[config.mk]
export PLATFORM = sky130hd
export DESIGN_NAME = rtc_field_sequencer
export DESIGN_NICKNAME = d
export VERILOG_FILES = /design/src/rtl/rtc_pkg.sv /design/src/rtl/rtc_timeout_counter.sv /design/src/rtl/rtc_field_sequencer.sv
export SDC_FILE = /design/constraint.sdc
export NUM_CORES = 1
export LEC_CHECK = 0
export CORE_UTILIZATION = 47
export DETAILED_ROUTE_END_ITERATION = 8
export PLACE_DENSITY = 0.7
export SETUP_SLACK_MARGIN = 0.1
export SLEW_MARGIN = 20
export SYNTH_ARGS = -nofsm -noshare
export SYNTH_HDL_FRONTEND = slang
export SYNTH_HIERARCHICAL = 1
export SYNTH_SLANG_ARGS = --single-unit
[constraint.sdc]
create_clock -name clk -period 4.35 [get_ports clk]
set_input_delay 0.87 -clock clk [delete_from_list [all_inputs] [get_ports clk]]
set_output_delay 0.87 -clock clk [all_outputs]
set_load 0.02 [all_outputs]
[src/rtl/rtc_pkg.sv]
// Shared types and register-map constants for the RTC field sequencer.
package rtc_pkg;

    typedef enum logic [2:0] {
        StIdle,
        StReq,
        StWait,
        StNext,
        StDone
    } rtc_state_e;

    localparam logic [7:0] RTC_ADDR_SEG = 8'h21;
    localparam logic [7:0] RTC_ADDR_MIN = 8'h22;
    localparam logic [7:0] RTC_ADDR_HOR = 8'h23;

    // Field 0 sits in the lowest slice: seconds, minutes, hours.
    localparam logic [23:0] RTC_ADDR_LIST_DFLT = {RTC_ADDR_HOR, RTC_ADDR_MIN, RTC_ADDR_SEG};

    function automatic int unsigned idx_width(input int unsigned n);
        return (n > 1) ? $clog2(n) : 1;
    endfunction

endpackage

[src/rtl/rtc_timeout_counter.sv]
// Per-transaction wait counter; tc_o flags the final permitted wait cycle.
module rtc_timeout_counter #(
    parameter int unsigned TIMEOUT_CYC = 255
) (
    input  logic clk,
    input  logic reset,
    input  logic clr_i,
    input  logic en_i,
    output logic tc_o
);

    localparam int unsigned CntW = $clog2(TIMEOUT_CYC + 1);
    localparam logic [CntW-1:0] LastCnt = CntW'(TIMEOUT_CYC - 1);

    logic [CntW-1:0] cnt_q, cnt_d;

    assign tc_o = en_i && (cnt_q == LastCnt);

    always_comb begin
        cnt_d = cnt_q;
        if (clr_i) begin
            cnt_d = '0;
        end else if (en_i && !tc_o) begin
            cnt_d = cnt_q + 1'b1;
        end
    end

    always_ff @(posedge clk or posedge reset) begin
        if (reset) begin
            cnt_q <= '0;
        end else begin
            cnt_q <= cnt_d;
        end
    end

endmodule

[src/rtl/rtc_field_sequencer.sv]
// Walks N_FIELDS RTC registers, one bus transaction each, and commits read data atomically.
module rtc_field_sequencer
    import rtc_pkg::*;
#(
    parameter int unsigned N_FIELDS = 3,
    parameter int unsigned DATA_W = 8,
    parameter int unsigned ADDR_W = 8,
    parameter logic [N_FIELDS*ADDR_W-1:0] ADDR_LIST = RTC_ADDR_LIST_DFLT,
    parameter int unsigned TIMEOUT_CYC = 255
) (
    input  logic                       clk,
    input  logic                       reset,
    input  logic                       start,
    input  logic                       mode,
    input  logic [N_FIELDS*DATA_W-1:0] wr_fields,
    output logic                       busy,
    output logic                       done,
    output logic                       err,
    output logic [N_FIELDS*DATA_W-1:0] rd_fields,
    output logic                       bus_req,
    output logic                       bus_wr,
    output logic [ADDR_W-1:0]          bus_addr,
    output logic [DATA_W-1:0]          bus_wdata,
    input  logic                       bus_ack,
    input  logic [DATA_W-1:0]          bus_rdata
);

    localparam int unsigned IdxW = idx_width(N_FIELDS);
    localparam logic [IdxW-1:0] LastIdx = IdxW'(N_FIELDS - 1);

    rtc_state_e                state_q;
    logic [IdxW-1:0]           idx_q;
    logic                      mode_q;
    logic                      abort_q;
    logic [N_FIELDS*DATA_W-1:0] wr_q;
    logic [N_FIELDS*DATA_W-1:0] shadow_q;
    logic [N_FIELDS*DATA_W-1:0] rd_q;
    logic                      busy_q, done_q, err_q;
    logic                      bus_req_q, bus_wr_q;
    logic [ADDR_W-1:0]         bus_addr_q;
    logic [DATA_W-1:0]         bus_wdata_q;
    logic                      tmo_clr, tmo_en, tmo_hit;

    assign tmo_clr = (state_q == StReq);
    assign tmo_en  = (state_q == StWait);

    rtc_timeout_counter #(
        .TIMEOUT_CYC(TIMEOUT_CYC)
    ) u_timeout (
        .clk  (clk),
        .reset(reset),
        .clr_i(tmo_clr),
        .en_i (tmo_en),
        .tc_o (tmo_hit)
    );

    always_ff @(posedge clk or posedge reset) begin
        if (reset) begin
            state_q     <= StIdle;
            idx_q       <= '0;
            mode_q      <= 1'b0;
            abort_q     <= 1'b0;
            wr_q        <= '0;
            shadow_q    <= '0;
            rd_q        <= '0;
            busy_q      <= 1'b0;
            done_q      <= 1'b0;
            err_q       <= 1'b0;
            bus_req_q   <= 1'b0;
            bus_wr_q    <= 1'b0;
            bus_addr_q  <= '0;
            bus_wdata_q <= '0;
        end else begin
            done_q <= 1'b0;
            unique case (state_q)
                StIdle: begin
                    if (start) begin
                        mode_q  <= mode;
                        wr_q    <= wr_fields;
                        idx_q   <= '0;
                        err_q   <= 1'b0;
                        abort_q <= 1'b0;
                        busy_q  <= 1'b1;
                        state_q <= StReq;
                    end
                end
                StReq: begin
                    bus_req_q   <= 1'b1;
                    bus_wr_q    <= mode_q;
                    bus_addr_q  <= ADDR_LIST[idx_q*ADDR_W +: ADDR_W];
                    bus_wdata_q <= wr_q[idx_q*DATA_W +: DATA_W];
                    state_q     <= StWait;
                end
                StWait: begin
                    // An ack in the terminal-count cycle still completes the transaction.
                    if (bus_ack) begin
                        bus_req_q <= 1'b0;
                        if (!mode_q) begin
                            shadow_q[idx_q*DATA_W +: DATA_W] <= bus_rdata;
                        end
                        state_q <= StNext;
                    end else if (tmo_hit) begin
                        bus_req_q <= 1'b0;
                        abort_q   <= 1'b1;
                        state_q   <= StDone;
                    end
                end
                StNext: begin
                    if (idx_q == LastIdx) begin
                        state_q <= StDone;
                    end else begin
                        idx_q   <= idx_q + 1'b1;
                        state_q <= StReq;
                    end
                end
                StDone: begin
                    done_q  <= 1'b1;
                    busy_q  <= 1'b0;
                    err_q   <= abort_q;
                    if (!mode_q && !abort_q) begin
                        rd_q <= shadow_q;
                    end
                    state_q <= StIdle;
                end
                default: state_q <= StIdle;
            endcase
        end
    end

    assign busy      = busy_q;
    assign done      = done_q;
    assign err       = err_q;
    assign rd_fields = rd_q;
    assign bus_req   = bus_req_q;
    assign bus_wr    = bus_wr_q;
    assign bus_addr  = bus_addr_q;
    assign bus_wdata = bus_wdata_q;

endmodule

# --- After elaboration in Yosys (flattened, before gate mapping) ---
# Index checks and enable logic that the tools add are counted.
totals:
  elab_cells: 76
  register_bits: 108
  output_inout_bits: 45
  in_bits: 37
op_classes:
  add_sub_neg: 3
  n_mux: 22
  n_bitwise: 1
  n_eq_ne: 11
  shifts: 4
  reduce_logical: 20
ops:
  columns: ["operator", "count"]
  rows:
  - ["$neg 5->34", 1]
  - ["$shift 8x34->24 const A", 1]
  - ["$shiftx 8x34->24", 1]
  - ["$bwmux 24", 1]
  - ["$shiftx 24x6->8", 1]
  - ["$shiftx 24x6->8 const A", 1]
  - ["$mux 8", 2]
  - ["$mux 3", 4]
  - ["$pmux 3 s4", 1]
  - ["$reduce_and 2->1", 5]
  - ["$reduce_bool 2->1", 5]
  - ["$add 8x1->8 const B", 1]
  - ["$eq 8x8->1 const B", 1]
  - ["$ne 2x2->1 const B", 4]
  - ["$pmux 1 s2", 4]
  - ["$mux 1", 7]
  - ["$eq 3x2->1 const B", 2]
  - ["$reduce_and 3->1", 2]
  - ["$mux 2", 2]
  - ["$pmux 2 s2", 1]
  - ["$reduce_and 4->1", 1]
  - ["$eq 3x1->1 const B", 1]
  - ["$eq 3x3->1 const B", 1]
  - ["$logic_and 1x1->1", 3]
  - ["other kinds (6)", 8]

# --- Logic depth before layout (Yosys ltp) ---
# Gate-level depths: netlist of run 1.
depth:
  depth_word: 6
  ltp_mapped: 8
  depth_no_buf: 7

# --- Hierarchy ---
# The synthesis of run 1 kept the hierarchy.
by_module_without_submodules:
  columns: ["module", "cells_each", "n_inst", "area_each_um2", "seq_area_each_um2"]
  rows:
  - ["rtc_field_sequencer", 342, 1, 4194.0, 2377.3]
  - ["rtc_timeout_counter", 50, 1, 499.2, 200.2]

# --- Worst setup path after synthesis of run 1 ---
# Ideal clock, no wire load.
synth_timing:
  path_kind: "register to register"
  from: "register idx_q[0]"
  to: "register shadow_q[10]"
  synth_period_minus_slack_ns: 2.018
  stages_incl_launch_ff: 8
  required_time_ns: 4.271
  setup_slack_ns: 2.332
  path_buffers: 2
  setup_time_ns: 0.079
  arrival_ns: 1.939
  path_cell_list: "dfrtp_1 buf_2 clkinv_1 ha_1 nor4bb_1 buf_1 nand2_1 mux2i_1"
synth_between:
  elab_chain_cells: 3
  elab_cells_between_ends: 4
  cone_classes: "add/sub (1); shift (2); mux (1)"
synth_rtl:
  columns: ["item", "line", "text"]
  rows:
  - ["start: declaration", "rtc_field_sequencer.sv:32", "logic [IdxW-1:0] idx_q;"]
  - ["start signal: assignment", "rtc_field_sequencer.sv:112", "idx_q <= idx_q + 1'b1;"]
  - ["$neg 5->34 *", "rtc_field_sequencer.sv:99", "shadow_q[idx_q*DATA_W +: DATA_W] <= bus_rdata;"]
  - ["$shiftx 8x34->24 or $shift 8x34->24 (tied branches)", "rtc_field_sequencer.sv:99", null]
  - ["$bwmux 24 *", "rtc_field_sequencer.sv:99", null]
  - ["end signal: indexed assignment", "rtc_field_sequencer.sv:99", null]
  - ["end: declaration", "rtc_field_sequencer.sv:36", "logic [N_FIELDS*DATA_W-1:0] shadow_q;"]
# Every way passes the cells marked *; elsewhere a longest branch is shown, timed or not.
# A chain may end at the register's enable or synchronous reset.

# --- Worst setup path in the final report of run 1 ---
layout_timing:
  from: "register idx_q[0]"
  to: "register shadow_q[18]"
# Same word-level chain as after synthesis.

==> impl_metrics.csv, run 1 <==
group,metric,value,unit
synthesis,synthMuxAreaShare,17.97,%
synthesis,async_reset_ff_share,100.0,%
sta,period_needed,3.013,ns
detailed_routing,ant_nets,0,
sta,holdWs,0.4962,ns
detailed_routing,vias,3071,
detailed_routing,drtPass1Iterations,4,
sta,setup_viol,0,
sta,fin_tns_setup,0,ns
global_routing,antenna_found_initial,0,
clock_network,tritoncts,"built",
cells_and_area,register_area,2577,sq um
synthesis,synth_compound_area_share,7.491,%
cells_and_area,diodes,0,
synthesis,synth_fa_ha_area_share,1.866,%
power,p_leak,2.572,nW
synthesis,synth_top_family_by_area,"multiplexers",
place,dp_cells,585,
worst_setup_path,crit_start,"idx_q[0]",
cells_and_area,fin_util,59.52,%
cells_and_area,finalNetCount,507,
sta,final.setup.worst_slack,1.337,ns
clock_network,cts_made_buffers,9,
worst_setup_path,cp_max_fo,25,
place,io_buffer_count,76,
worst_setup_path,critical_path_class,"reg2reg",
detailed_routing,drc,0,
synthesis,synth_area_leaders,"dfrtp_1 55%, mux2_2 11%, mux2i_1 5.3%, a22o_1 3.0%, nand2_1 2.6%",
cells_and_area,drive_gt1_share,17.13,%
clock_network,path_clk_slew,0.10,ns
cells_and_area,fin_cells,600,
global_routing,grt_util_all_layers,19.71,%
clock_network,cts_resized,0,
worst_setup_path,crit_end,"shadow_q[18]",
sta,maxSlewViolCount,0,
synthesis,synthXorXnorAreaFrac,0,%
place,place_worst_setup_slack,1.331,ns
power,fin_total_pwr,3.913,mW
synthesis,yosysTopAreaCell,"dfrtp_1",
cells_and_area,multi_input_comb_area,1853,sq um
power,vdd_drop_max,278.8,uV
floorplanning,io_pins,82,
worst_setup_path,crit_path_end_kind,"flop",
clock_network,htree_levels,3,
place,hpwl,6550,microns
place,gp_congestion,0.7401,
detailed_routing,via_per_inst,5.118,
synthesis,synth-simple-area-share,11.57,%
synthesis,ys_seq_area_share,54.92,%
worst_setup_path,cp.arrival,3.29,ns
clock_network,cts_buffer_depth,2,
place,placed_area,5524,sq um
clock_network,post_cts_buffers,0,
worst_setup_path,r2r_cells,5,
clock_network,cts_hold_buffers,0,
cells_and_area,fin_area,5791,sq um
sta,fmax,331.8,MHz
synthesis,synth_top_cell_area_share,54.92,%
worst_setup_path,r2r_slack,1.34,ns
floorplanning,die_area,10390,sq um
floorplanning,coreArea,9729,sq um
global_routing,grt_pass1_vias,3141,
worst_setup_path,crit_path_start_kind,"flop",
synthesis,yosys_warnings,6,
floorplanning,die_x,101.9,microns
sta,skew,0.008810,ns
clock_network,cts_sinks,103,
synthesis,synthCells,392,
floorplanning,initial_core_util,48.24,%
detailed_routing,wl_per_cell,15.32,microns
synthesis,ys_ff_latch,103,
power,power.density,675.8,nW/um^2
sta,post-route-period-util,69.28,%
synthesis,ys_types,48,
global_routing,grt_pass1_wl,15620,microns
run,drv_cap,0,
sta,hold_viol,0,
detailed_routing,drtIter0Drc,103,
synthesis,synth_edf_count,0,
global_routing,grt_max_degree,48,
detailed_routing,wl,9189,microns
cells_and_area,fillers,837,
worst_setup_path,worst_ep_required_time,4.62,ns
clock_network,insertion_delay,0.36,ns
synthesis,netlist_area,4693,sq um
hold_path,hp-class,"reg2reg",
sta,relSlewSlack,39.70,%
global_routing,grt_overflow,0,
clock_network,cts-root-buf,"clkbuf_8",
worst_setup_path,worstReg2RegStart,"idx_q[0]",
sta,rsz0062_at_grt,"no",
floorplanning,die_y,101.9,microns
cells_and_area,syn_to_final_growth,23.38,%
synthesis,synth_ff_type,"dfrtp_1",
floorplanning,num_rows,36,
worst_setup_path,reg2reg_to,"shadow_q[18]",
synthesis,syn_area_per_cell,11.97,sq um
status,status,"finished clean",
sta,worstMarginPinSlew,0.9026,ns
==> placed cells by master, fill, tap and decap left out, drive strengths merged, types with 3 or more instances in the layout <==
cell           netlist  routed
bufinv               0       4
conb                 1       5
a211oi               4       4
nor2b                3       3
o21ai                3       3
a22o                16      16
nor3                11      11
clkinv               2       3
clkbuf               2      10
nor3b                4       4
clkdlybuf4s50        0      76
ha                   7       7
nand2               34      34
nand3                3       3
mux2i               25      25
nor2                20      20
inv                 32      32
and3                 7       7
dfrtp              103     103
buf                 23       5
mux2                52      52
a21oi                7       7
nand2b              10      10
==> cells by family after synthesis <==
kind of cell,count (synthesis)
flip-flops,103
buffers and inverters,59
multiplexers,77
AO/OA/AOI/OAI,44
adder cells (fa/ha/maj),7
AND/OR/NAND/NOR,101
other,1
==> registers in the layout, indices dropped and copies added (netlist names) <==
signal,cells
bus_req,1
abort_q,1
u_timeout/cnt_q,8
idx_q,2
state_q,3
shadow_q,24
bus_wdata,8
bus_addr,3
done,1
mode_q,1
wr_q,24
rd_fields,24
busy,1
err,1
bus_wr,1
==> where the power goes <==
group          switching (mW)  total (mW)  internal (mW)  leakage [nW]
clock network           0.318       0.773          0.455         0.133
logic                   0.689        1.47          0.784          1.16
registers               0.307        1.67           1.36          1.28
total                    1.31        3.91           2.60          2.57
==> Yosys cell counts (2+ instances only) <==
cell type / number
buf_4: 8
buf_1: 2
inv_1: 32
a311oi_1: 2
buf_6: 3
nand3_1: 3
mux2_2: 47
a21oi_1: 7
a211oi_1: 4
ha_1: 7
nand2b_1: 10
mux2i_1: 25
o22a_1: 2
mux2_1: 3
and3_1: 7
nor2b_1: 3
nor3_1: 11
clkbuf_1: 2
mux2_4: 2
o21ai_0: 3
nor2_1: 20
a22o_1: 16
clkinv_1: 2
nor4b_2: 2
buf_2: 10
nor3b_1: 2
nand2_1: 33
dfrtp_1: 103
o21a_1: 2
==> layer usage <==
metal	GRT usage (%)	wire, microns	vias to the layer above
met2	32.12	4444	67
met4	7.473	152	0
met1	26.27	4235	1514
met3	3.830	357	14
met5	0	0	-
li1	-	-	1476
==> worst min-delay path by stage <==
stage	from	endpoint	slack, ns	depth (start not counted)
finish	shadow_q[9]	rd_fields[9]	0.50	1
global route	shadow_q[13]	rd_fields[13]	0.52	1
CTS	shadow_q[9]	rd_fields[9]	0.50	1
detailed placement	shadow_q[9]	rd_fields[9]	0.47	1
global placement	shadow_q[10]	rd_fields[10]	0.47	1
floorplan	shadow_q[10]	rd_fields[10]	0.46	1
==> cell type report <==
cell class	instances	area share (%)
clock buffer	10	2.377
clock inverter	5	2.226
inverter	34	2.226
multi-input combinational	234	32.00
sequential	103	44.51
tap	133	2.874
timing repair buffer	81	13.79
==> worst max-delay path, stage by stage, from the launching register on <==
cell and delay [ns]:
dfrtp_1 0.88, clkinv_1 0.54, ha_1 0.53, nor4b_2 0.63, nand2_1 0.15, mux2i_1 0.19
(Power assumes the default switching activity.)
==> run 2: changes to the inputs <==
Settings changed: PLACE_DENSITY 0.7 to 0.73.
Clock period 4.35 ns to 2.5 ns, I/O delays scaled along.
==> run 2 against run 1 <==
  * Non-clock buffer count up 4
  * Wire length up 0.67%
  * Global-route usage down 0.56 points
  * Maximum frequency increased by 41%
  * Hold slack lost 0.018 ns
  * Total power increased by 68%
  * Sequential share of layout area barely moved
  * Clock-buffer cell count did not move
  * Critical path type unchanged
  * Largest power group unchanged
  * Highest routed layer unchanged
==> impl_metrics.csv, run 2 (synthesis results as in run 1) <==
group,metric,value,unit
status,status,"finished clean",
clock_network,path_clk_slew,0.10,ns
global_routing,grt_overflow,0,
sta,holdWs,0.4784,ns
detailed_routing,drtPass1Iterations,4,
worst_setup_path,crit_path_end_kind,"flop",
detailed_routing,met1_length,4359,microns
worst_setup_path,worst_ep_required_time,2.78,ns
global_routing,grt_util_all_layers,19.15,%
place,io_buffer_count,76,
power,p_comb_share,40.8,%
floorplanning,coreArea,9729,sq um
power,switchingPower,2.304,mW
power,p_leak,2.561,nW
clock_network,cts_made_buffers,9,
global_routing,grt_pass1_vias,3068,
clock_network,tritoncts,"built",
cells_and_area,most-common-layout-cells,"103 x dfrtp_1, 76 x clkdlybuf4s50_1, 47 x mux2_2",
cells_and_area,fin_cells,605,
global_routing,antenna_found_initial,0,
place,placed_area,5594,sq um
sta,fin_tns_setup,0,ns
power,power.density,1132,nW/um^2
detailed_routing,via_per_inst,5.145,
worst_setup_path,cp.arrival,2.41,ns
floorplanning,num_rows,36,
clock_network,cts_resized,0,
place,dp_cells,589,
sta,maxSlewViolCount,0,
detailed_routing,wl,9251,microns
sta,relSlewSlack,53.88,%
sta,fmax,468.5,MHz
power,vdd_drop_max,505.5,uV
clock_network,post_cts_buffers,0,
place,hpwl,6508,microns
clock_network,insertion_delay,0.36,ns
run,drv_cap,0,
detailed_routing,wl_per_cell,15.29,microns
cells_and_area,finalNetCount,511,
cells_and_area,fillers,856,
cells_and_area,syn_to_final_growth,23.35,%
worst_setup_path,cp_max_fo,11,
place,gp_congestion,0.7855,
sta,period_needed,2.135,ns
hold_path,hp-class,"in2async",
global_routing,grt_max_degree,45,
power,swShare,35.15,%
cells_and_area,multi_input_comb_area,1853,sq um
clock_network,htree_levels,3,
detailed_routing,routed.top_layer,"met4",
detailed_routing,drc,0,
floorplanning,die_area,10390,sq um
cells_and_area,drive_gt1_share,17.80,%
detailed_routing,drtIter0Drc,117,
worst_setup_path,crit_path_start_kind,"flop",
cells_and_area,fin_util,59.50,%
sta,final.setup.worst_slack,0.3654,ns
power,internal-power,4.252,mW
sta,post-route-period-util,85.38,%
power,clockPowerShare,15.9,%
detailed_routing,vias,3113,
cells_and_area,register_area,2577,sq um
detailed_routing,wl_met2,4356,microns
cells_and_area,mostFrequentLayoutCell,"dfrtp_1",
power,p_seq_share,43.3,%
floorplanning,die_x,101.9,microns
cells_and_area,diodes,0,
detailed_routing,routed-wl-met3,435,microns
sta,hold_viol,0,
global_routing,grt_pass1_wl,15200,microns
sta,rsz0062_at_grt,"no",
place,place_worst_setup_slack,0.2770,ns
floorplanning,initial_core_util,48.24,%
floorplanning,io_pins,82,
clock_network,cts_buffer_depth,2,
detailed_routing,ant_nets,0,
sta,worstMarginPinSlew,0.6900,ns
sta,skew,0.01386,ns
floorplanning,die_y,101.9,microns
worst_setup_path,critical_path_class,"reg2reg",
power,fin_total_pwr,6.556,mW
clock_network,cts_sinks,103,
cells_and_area,fin_area,5789,sq um
clock_network,cts_hold_buffers,0,
sta,setup_viol,0,
clock_network,cts-root-buf,"clkbuf_8",
==> run 2: cell count changes in the layout (fill, tap and decap cells not counted) <==
cell	change
inv_6	+1
buf_12	+3
clkbuf_8	-1
clkinvlp_4	+3
bufinv_16	-3
buf_4	+1
clkbuf_1	+1
==> run 2: metal layers <==
layer  track usage (%)  vias up
met5                 0        -
met4             5.934        0
met3             4.378        6
met2             31.24       66
met1             25.59     1557
li1                  -     1484
==> run 2: worst paths after layout <==
path | cells after the start | slack (ns) | startpoint | end
hold reg to reg | 1 | 0.50 | rd_fields[10] | rd_fields[10]
max in group asynchronous | 3 | 1.38 | reset | state_q[0]
hold / removal | 2 | 0.48 | reset | u_timeout/cnt_q[4]
setup reg to reg | 5 | 0.37 | idx_q[0] | shadow_q[23]
min in group clk | 1 | 0.50 | rd_fields[10] | rd_fields[10]
setup / recovery | 5 | 0.37 | idx_q[0] | shadow_q[23]
==> run 2: final cells by class <==
cell class	count	area share (%)
inverter	34	2.269
sequential	103	44.52
clock inverter	6	1.167
timing repair buffer	85	14.96
clock buffer	10	2.204
multi-input combinational	234	32.01
tap	133	2.874
==> run 2: power groups by stage <==
stage	logic (mW)	registers, mW	clock network [mW]
finish	2.67	2.84	1.04
global route	2.93	2.93	1.14
CTS	2.71	2.84	1.07
detailed placement	2.71	2.87	0
global placement	2.63	2.85	0
floorplan	1.52	3.03	0
==> run 2: critical path: stages (launching register included) <==
cell and delay, ns:
dfrtp_1 0.36, clkinv_1 0.32, ha_1 0.51, nor4b_2 0.60
nand2_1 0.12, mux2i_1 0.16
